**src/rtl/ct_fcnvt_wb_buf_pkg.sv**
```systemverilog
// Shared definitions for the fcnvt writeback buffer: fflags bit positions
// and the sideband fields carried with every buffered result.
package ct_fcnvt_wb_buf_pkg;

  localparam int FFLAG_W  = 5;
  localparam int FFLAG_NV = 4;
  localparam int FFLAG_DZ = 3;
  localparam int FFLAG_OF = 2;
  localparam int FFLAG_UF = 1;
  localparam int FFLAG_NX = 0;

  // Exception sideband of a wb entry; the full entry is {data, preg, meta}.
  typedef struct packed {
    logic [FFLAG_W-1:0] expt;
    logic               expt_vld;
  } wb_meta_t;

  // Flags an entry contributes to fflags when it retires.
  function automatic logic [FFLAG_W-1:0] expt_contrib(input wb_meta_t meta);
    return meta.expt_vld ? meta.expt : '0;
  endfunction

endpackage

```
**src/rtl/ct_fcnvt_wb_fifo.sv**
```systemverilog
// Generic DEPTH x W FIFO with occupancy count and synchronous flush.
// Overflowing pushes (full, no pop) are dropped; pops on empty are ignored.
// Flush discards the same-cycle push and pop.
module ct_fcnvt_wb_fifo #(
  parameter int DEPTH = 4,
  parameter int W     = 8
) (
  input  logic                     clk,
  input  logic                     rst_n,
  input  logic                     i_push,
  input  logic                     i_pop,
  input  logic                     i_flush,
  input  logic [W-1:0]             i_wdata,
  output logic [W-1:0]             o_rdata,
  output logic                     o_empty,
  output logic [$clog2(DEPTH):0]   o_count_next
);

  localparam int PTR_W = $clog2(DEPTH);
  localparam int CNT_W = PTR_W + 1;

  logic [W-1:0]     r_mem [DEPTH];
  logic [PTR_W-1:0] r_rd_ptr;
  logic [PTR_W-1:0] r_wr_ptr;
  logic [CNT_W-1:0] r_count;
  logic [CNT_W-1:0] w_count_next;
  logic             w_full;
  logic             w_do_push;
  logic             w_do_pop;

  assign o_empty  = (r_count == '0);
  assign w_full   = (r_count == CNT_W'(DEPTH));
  assign w_do_pop  = i_pop & ~o_empty & ~i_flush;
  // A full FIFO still accepts a push when the head leaves in the same cycle.
  assign w_do_push = i_push & ~i_flush & (~w_full | w_do_pop);

  // Next occupancy, also used by the owner to register early backpressure.
  always_comb begin
    w_count_next = r_count;
    if (i_flush) begin
      w_count_next = '0;
    end else if (w_do_push && !w_do_pop) begin
      w_count_next = r_count + 1'b1;
    end else if (w_do_pop && !w_do_push) begin
      w_count_next = r_count - 1'b1;
    end
  end

  assign o_count_next = w_count_next;

  // Pointers and count; pointer width makes wrap modulo DEPTH implicit.
  always_ff @(posedge clk or negedge rst_n) begin
    if (!rst_n) begin
      r_rd_ptr <= '0;
      r_wr_ptr <= '0;
      r_count  <= '0;
    end else if (i_flush) begin
      r_rd_ptr <= '0;
      r_wr_ptr <= '0;
      r_count  <= '0;
    end else begin
      if (w_do_push) r_wr_ptr <= r_wr_ptr + 1'b1;
      if (w_do_pop)  r_rd_ptr <= r_rd_ptr + 1'b1;
      r_count <= w_count_next;
    end
  end

  // Entry storage; contents are qualified by the count so no reset needed.
  always_ff @(posedge clk) begin
    if (w_do_push) r_mem[r_wr_ptr] <= i_wdata;
  end

  assign o_rdata = r_mem[r_rd_ptr];

endmodule

```
**src/rtl/ct_fcnvt_wb_buf.sv**
```systemverilog
// fcnvt writeback buffer: queues EX3 convert results for the VFPU write
// port, accumulates sticky fflags at retirement and raises early stall.
// Optional macro FCNVT_WB_BYPASS_EN: an op arriving at an empty buffer with
// the write port granted is forwarded combinationally instead of queued.
module ct_fcnvt_wb_buf
  import ct_fcnvt_wb_buf_pkg::*;
#(
  parameter int DEPTH  = 4,
  parameter int DATA_W = 64,
  parameter int PREG_W = 7
) (
  input  logic              forever_cpuclk,
  input  logic              cpurst_b,
  input  logic              fcnvt_forward_r_vld,
  input  logic [DATA_W-1:0] fcnvt_forward_result,
  input  logic [PREG_W-1:0] fcnvt_forward_preg,
  input  logic              fcnvt_ereg_forward_r_vld,
  input  logic [4:0]        fcnvt_ereg_forward_result,
  input  logic              rtu_yy_xx_flush,
  input  logic              vfpu_wb_grant,
  input  logic              cp0_vfpu_fflags_wen,
  input  logic [4:0]        cp0_vfpu_fflags_wdata,
  output logic              fcnvt_wb_vld,
  output logic [PREG_W-1:0] fcnvt_wb_preg,
  output logic [DATA_W-1:0] fcnvt_wb_data,
  output logic [4:0]        vfpu_cp0_fflags,
  output logic              fcnvt_wb_stall
);

  localparam int CNT_W  = $clog2(DEPTH) + 1;
  localparam int META_W = $bits(wb_meta_t);
  localparam int ENT_W  = DATA_W + PREG_W + META_W;

  wb_meta_t          w_push_meta;
  wb_meta_t          w_head_meta;
  logic [ENT_W-1:0]  w_push_ent;
  logic [ENT_W-1:0]  w_head_ent;
  logic [DATA_W-1:0] w_head_data;
  logic [PREG_W-1:0] w_head_preg;
  logic              w_fifo_empty;
  logic [CNT_W-1:0]  w_count_next;
  logic              w_bypass;
  logic              w_push;
  logic              w_head_pop;
  logic [4:0]        w_acc;
  logic [4:0]        w_fflags_next;
  logic [4:0]        r_fflags;
  logic              r_stall;

  assign w_push_meta = '{expt: fcnvt_ereg_forward_result, expt_vld: fcnvt_ereg_forward_r_vld};
  assign w_push_ent  = {fcnvt_forward_result, fcnvt_forward_preg, w_push_meta};
  assign {w_head_data, w_head_preg, w_head_meta} = w_head_ent;

`ifdef FCNVT_WB_BYPASS_EN
  assign w_bypass = w_fifo_empty & fcnvt_forward_r_vld & ~rtu_yy_xx_flush & vfpu_wb_grant;
`else
  assign w_bypass = 1'b0;
`endif

  assign w_push     = fcnvt_forward_r_vld & ~w_bypass;
  assign w_head_pop = ~w_fifo_empty & vfpu_wb_grant & ~rtu_yy_xx_flush;

  ct_fcnvt_wb_fifo #(
    .DEPTH (DEPTH),
    .W     (ENT_W)
  ) u_fifo (
    .clk          (forever_cpuclk),
    .rst_n        (cpurst_b),
    .i_push       (w_push),
    .i_pop        (vfpu_wb_grant),
    .i_flush      (rtu_yy_xx_flush),
    .i_wdata      (w_push_ent),
    .o_rdata      (w_head_ent),
    .o_empty      (w_fifo_empty),
    .o_count_next (w_count_next)
  );

  // Write-port view: bypassed op wins, else the queue head, else zeros.
  always_comb begin
    fcnvt_wb_vld  = 1'b0;
    fcnvt_wb_preg = '0;
    fcnvt_wb_data = '0;
    if (w_bypass) begin
      fcnvt_wb_vld  = 1'b1;
      fcnvt_wb_preg = fcnvt_forward_preg;
      fcnvt_wb_data = fcnvt_forward_result;
    end else if (!w_fifo_empty) begin
      fcnvt_wb_vld  = 1'b1;
      fcnvt_wb_preg = w_head_preg;
      fcnvt_wb_data = w_head_data;
    end
  end

  // Flags retiring this cycle: popped head, bypassed op, or flag-only op.
  // A flush cancels all of them so squashed ops never raise flags.
  always_comb begin
    w_acc = '0;
    if (!rtu_yy_xx_flush) begin
      if (w_head_pop) begin
        w_acc = w_acc | expt_contrib(w_head_meta);
      end
      if (w_bypass && fcnvt_ereg_forward_r_vld) begin
        w_acc = w_acc | fcnvt_ereg_forward_result;
      end
      if (fcnvt_ereg_forward_r_vld && !fcnvt_forward_r_vld) begin
        w_acc = w_acc | fcnvt_ereg_forward_result;
      end
    end
    // A CSR write replaces the old value but never masks fresh flags.
    w_fflags_next = cp0_vfpu_fflags_wen ? (cp0_vfpu_fflags_wdata | w_acc)
                                        : (r_fflags | w_acc);
  end

  // Sticky fflags and early stall; stall leaves room for two ops in flight.
  always_ff @(posedge forever_cpuclk or negedge cpurst_b) begin
    if (!cpurst_b) begin
      r_fflags <= '0;
      r_stall  <= 1'b0;
    end else begin
      r_fflags <= w_fflags_next;
      r_stall  <= (w_count_next >= CNT_W'(DEPTH - 2));
    end
  end

  assign vfpu_cp0_fflags = r_fflags;
  assign fcnvt_wb_stall  = r_stall;

endmodule

```
**config.mk**
```make
export PLATFORM = sky130hd
export DESIGN_NAME = ct_fcnvt_wb_buf
export DESIGN_NICKNAME = d
export VERILOG_FILES = /design/src/rtl/ct_fcnvt_wb_buf_pkg.sv /design/src/rtl/ct_fcnvt_wb_fifo.sv /design/src/rtl/ct_fcnvt_wb_buf.sv
export SDC_FILE = /design/constraint.sdc
export NUM_CORES = 1
export LEC_CHECK = 0
export ABC_AREA = 1
export BUFFER_PORTS_ARGS = -buffer_cell sky130_fd_sc_hd__clkbuf_2
export CORE_MARGIN = 4
export CORE_UTILIZATION = 62
export CTS_CLUSTER_DIAMETER = 50
export DETAILED_ROUTE_END_ITERATION = 12
export GPL_ROUTABILITY_DRIVEN = 0
export PLACE_DENSITY = 0.85
export SLEW_MARGIN = 30
export SYNTH_ARGS = -nofsm -noshare
export SYNTH_HDL_FRONTEND = slang
export SYNTH_SLANG_ARGS = --single-unit
```
**constraint.sdc**
```tcl
create_clock -name forever_cpuclk -period 10.09 [get_ports forever_cpuclk]
set_input_delay 2.018 -clock forever_cpuclk [delete_from_list [all_inputs] [get_ports forever_cpuclk]]
set_output_delay 2.018 -clock forever_cpuclk [all_outputs]
set_load 0.01 [all_outputs]
```
Word level (Yosys, flattened, before mapping)
Memories as Yosys holds them, arrays and structs flattened.
Cells that the tools add are included.
Widths: inputs -> output; s select.
- register bits after elaboration: 13
- RAM bits: 308
- input port bits: 88
- logic and storage cells: 51
- memories: 1
- $add $sub $neg: 4
- $lt $le $gt $ge: 1
- eq/ne operators: 1
- mux-type cells: 19
- bitwise logic cells: 11
- reduce and logical (&&, ||, !) cells: 9
- memories (memory ; words ; bits a word ; read ports ; clocked after Yosys merged registers in ; wr ports ; line ; source):
    u_fifo.r_mem ; 4 ; 77 ; 1 ; 0 ; 1 ; ct_fcnvt_wb_fifo.sv:22 ; logic [W-1:0] r_mem [DEPTH];
- operator list (kind ; number):
    $mux 64 ; 1
    $mux 5 ; 6
    $or 5x5->5 ; 3
    $mux 3 ; 4
    $mux 2 ; 4
    $mux 7 ; 1
    $add 2x1->2 const B ; 2
    $and 1x1->1 ; 4
    $reduce_bool 2->1 ; 2
    $add 3x1->3 const B ; 1
    $eq 3x3->1 const B ; 1
    $ge 3x2->1 const B ; 1
    $logic_and 1x1->1 ; 3
    $logic_not 1->1 ; 3
    $logic_not 3->1 ; 1
    $mux 1 ; 3
    $not 1->1 ; 3
    $sub 3x1->3 const B ; 1
    $or 1x1->1 ; 1

Depth between registers and ports, before layout
- depth in word-level cells: 12
- mapped depth: 10

Modules after synthesis
From an unflattened synthesis, not the netlist that was laid out.
- cells, all modules: 1024
- area, all modules: 12901.1 um^2
- modules (own cells, without submodules) (module ; instances ; cells an instance ; area an instance (um^2) ; seq. area each (um^2)):
    ct_fcnvt_wb_fifo ; 1 ; 821 ; 11937.7 ; 9424.0
    ct_fcnvt_wb_buf ; 1 ; 203 ; 963.4 ; 150.1

Worst setup path before layout
No wires, ideal clock.
- path type: input-to-reg
- from: in fcnvt_forward_r_vld
- to: mem u_fifo.r_mem[0][0] (netlist name), enable pin
- library setup time: 0.513 ns
- data arrival time: 5.612 ns
- setup slack: 3.965 ns
- stages: 4
- buffers on the path: 0
- cell sequence: inv_1 nor2_1 nand2_1 nor2_1
- cells in the longest elaborated chain, start to end: 4
- ends and longest elaborated chain (what ; line ; source):
    start, declared ; ct_fcnvt_wb_buf.sv:14 ; input logic fcnvt_forward_r_vld,
    $and 1x1->1 (2 in series) ; ct_fcnvt_wb_fifo.sv:35 ; assign w_do_push = i_push & ~i_flush & (~w_full | w_do_pop);
    $mux 1 ; ct_fcnvt_wb_fifo.sv:70 ; if (w_do_push) r_mem[r_wr_ptr] <= i_wdata;
    $mux 1 (not written as such) ; ct_fcnvt_wb_fifo.sv:70 ;
    end, declared ; ct_fcnvt_wb_fifo.sv:22 ;
No other way between the ends.

Worst setup path in the final report
- from: reg u_fifo.r_rd_ptr[0]
- to: out fcnvt_wb_data[13]
- cells in the longest elaborated chain, start to end: 2
- ends and longest elaborated chain (what ; line ; source):
    start, declared ; ct_fcnvt_wb_fifo.sv:23 ; logic [PTR_W-1:0] r_rd_ptr;
    start signal, assigned ; ct_fcnvt_wb_fifo.sv:63 ; if (w_do_pop) r_rd_ptr <= r_rd_ptr + 1'b1;
    $mem_v2 4x77 ; - ;
    $mux 64 ; ct_fcnvt_wb_buf.sv:87 ; end else if (!w_fifo_empty) begin
    end, declared ; ct_fcnvt_wb_buf.sv:25 ; output logic [DATA_W-1:0] fcnvt_wb_data,
No other way between the ends.

==> qor.yml <==
hold_path:
  hold_path.class: "reg2reg"
yosys:
  yosysWarnings: 0
  synth.area.top_cells: "edfxtp_1 (72%), nor2_1 (8.6%), o21ai_0 (5.2%)"
  synthMuxAreaShare_pct: 0.390
  synth_top_family_by_area: "simple AND/OR/NAND/NOR gates"
  yosysUniqueCellTypes: 22
  synth_top_area_share_pct: 72.1
  yosysSeqAreaShare_pct: 74.7
  yosys.area_share.simple_pct: 11.6
  synth_top_cell_by_area: "edfxtp_1"
  mappedNetlistArea_um2: 12800
  synth_compound_gate_area_share_pct: 8.55
  synth_cells: 1045
  synth-adder-area-share_pct: 0.683
  ys_ff_latch: 321
  syn-num-nets: 1140
  syn_area_per_cell_um2: 12.3
  synth-xor-area-share_pct: 0.137
sta:
  slew_viol_final: 0
  period_needed_ns: 5.15
  setup_tns_ns: 0
  fmax_ghz: 0.194
  skew_ns: 0.0138
  tightest_slew_ns: 0.997
  rsz0062_at_grt: "false"
  fin_crit_sh_pct: 51.0
  setup_viol: 0
  slew_headroom_pct: 33.5
  hold_viol: 0
outcome:
  status: "complete, no violations"
finish:
  register_area_um2: 9580
  final_common_cell: "edfxtp_1"
  final_util_pct: 72.8
  final_cell_mix: "edfxtp_1 (308), nor2_1 (290), clkbuf_2 (165)"
  synthToLayoutAreaGrowth_pct: 15.2
  nFillCells: 1316
  drive_gt1_share_pct: 18.9
  nNetsFinal: 1293
  multiInputGateArea_um2: 2770
  n_antenna_cell: 0
  fin_cells: 1492
  final_area_um2: 14800
worst_setup_path:
  cp_cell_sequence: "buf_4 > nor2_1 > nor2_1 > o21ai_0 > a21oi_1 > clkbuf_2"
  path_class: "reg2out"
  crit_path_end_kind: "primary output"
  crit_fanout: 90
  start_kind: "flip-flop"
  crit_buf_inv: 2
  crit_path_top_delay_cell: "dfrtp_4"
  crit_top_cell: "nor2_1"
  arrival_ns: 3.13
  slowest_delay_ns: 0.88
  cpLargestDelayFamily: "buffers and inverters"
  critical_path_required_ns: 8.07
detailed_routing:
  vias_per_cell: 5.63
  drtPass1Iterations: 5
  wl_um: 27600
  top_layer: "met5"
  wire_per_inst_um: 18.5
  drc: 0
  wl_met2_um: 14100
  met1_length_um: 10700
  ant_nets: 0
  vias: 8401
  drtIter0Drc: 837
  route.met3.wl_um: 2090
place:
  io_buffers: 165
  placed_cells: 1432
  placed_area_um2: 13800
  dp_hpwl_um: 15600
cts:
  cts-root-buf: "clkbuf_16"
  h-tree-depth: 2
  cts_tree: "done"
  cts.clk_slew.worst_paths_ns: 0.06
  post-cts-setup-buffer-count: 0
  cts_buffers: 34
  clk_latency_ns: 0.50
  hold_buffers: 0
  clockBufferDepth: 3
  cts_resized: 0
  clock_sinks: 321
grt:
  grt_max_degree: 118
  grt_usage_pct: 23.5
  grt_pass1_wl_um: 43600
  grt_pass1_vias: 8423
  grt-ovfl-total: 0
  antenna_found_initial: 1
floorplanning:
  initial_utilization_pct: 63.2
  top_level_ports: 166
  rows: 52
  die_x_um: 152
  coreArea_um2: 20300
  fp.dieArea_um2: 23100
  dieHeight_um: 152
power_and_ir_drop:
  power.total_uw: 3020
  power_density_nw_per_um2: 205
  ir_drop_uv: 154
  p_leak_uw: 0.00560
run:
  drv_cap: 0
==> state kept, by name, summed over array words and instances (netlist names) <==
register and flops:
u_fifo.r_mem 308, vfpu_cp0_fflags 5, u_fifo.r_count 3, u_fifo.r_rd_ptr 2
u_fifo.r_wr_ptr 2, fcnvt_wb_stall 1
==> cell families after synthesis <==
kind of cell,after synthesis
buffers and inverters,105
XOR/XNOR,2
AO/OA/AOI/OAI,219
adder cells (fa/ha/maj),7
flip-flops,321
AND/OR/NAND/NOR,386
multiplexers,5
==> layout make-up <==
| cell class | count | area share, % |
|---|---|---|
| clock buffer | 48 | 6.32 |
| clock inverter | 12 | 0.432 |
| inverter | 45 | 1.16 |
| multi-input combinational | 619 | 18.8 |
| sequential | 321 | 64.8 |
| tap | 270 | 2.29 |
| timing repair buffer | 177 | 6.22 |
==> stage by stage <==
| step | hold slack (ns) | setup slack (ns) |
|---|---|---|
| 2_1_floorplan | 0.516 | 3.97 |
| 3_3_place_gp | 0.484 | 5.42 |
| 3_5_place_dp | 0.487 | 5.32 |
| 4_1_cts | 0.501 | 4.79 |
| 5_1_grt | 0.527 | 4.71 |
| 6_report | 0.496 | 4.94 |
==> worst paths after layout <==
| path | startpoint | to | slack (ns) | depth (start not counted) |
|---|---|---|---|---|
| min in group asynchronous | cpurst_b | fcnvt_wb_stall | 1.42 | 1 |
| worst min register to register | vfpu_cp0_fflags[3] | vfpu_cp0_fflags[3] | 0.50 | 2 |
| worst min-delay path | vfpu_cp0_fflags[3] | vfpu_cp0_fflags[3] | 0.50 | 2 |
| worst max register to register | u_fifo.r_count[0] | u_fifo.r_mem[1][57] | 7.05 | 6 |
| worst max-delay path | u_fifo.r_rd_ptr[0] | fcnvt_wb_data[13] | 4.94 | 6 |
| max in group asynchronous | cpurst_b | u_fifo.r_rd_ptr[0] | 8.38 | 1 |
==> synth_stat cells (all sizes together) <==
cell type and n:
edfxtp 308, nor2 294, o21ai 145, a21oi 74, nand2 65, inv 45, buf 35, nand3 26
clkbuf 25, dfrtp 13, ha 7, mux2i 5, nand4 1, xnor2 1, xor2 1
==> report_power, final <==
group	internal (uW)	leakage [uW]	total, uW	switching (uW)
clock	648	0.000487	1120	471
combinational	116	0.00215	370	254
sequential	1510	0.00296	1530	23.1
total	2280	0.00560	3020	748
==> metal layers <==
layer | up-vias | GRT usage [%]
met4 | 2 | 8.13
met2 | 358 | 40.1
li1 | 3952 | -
met5 | - | 0
met1 | 4027 | 30.3
met3 | 62 | 5.20
==> worst min-delay path: stages, from the launching register on <==
cell,delay (ns)
dfrtp_1,0.34
mux2i_1,0.07
nand2_1,0.06
No activity file was read; power rests on OpenSTA's default activity.
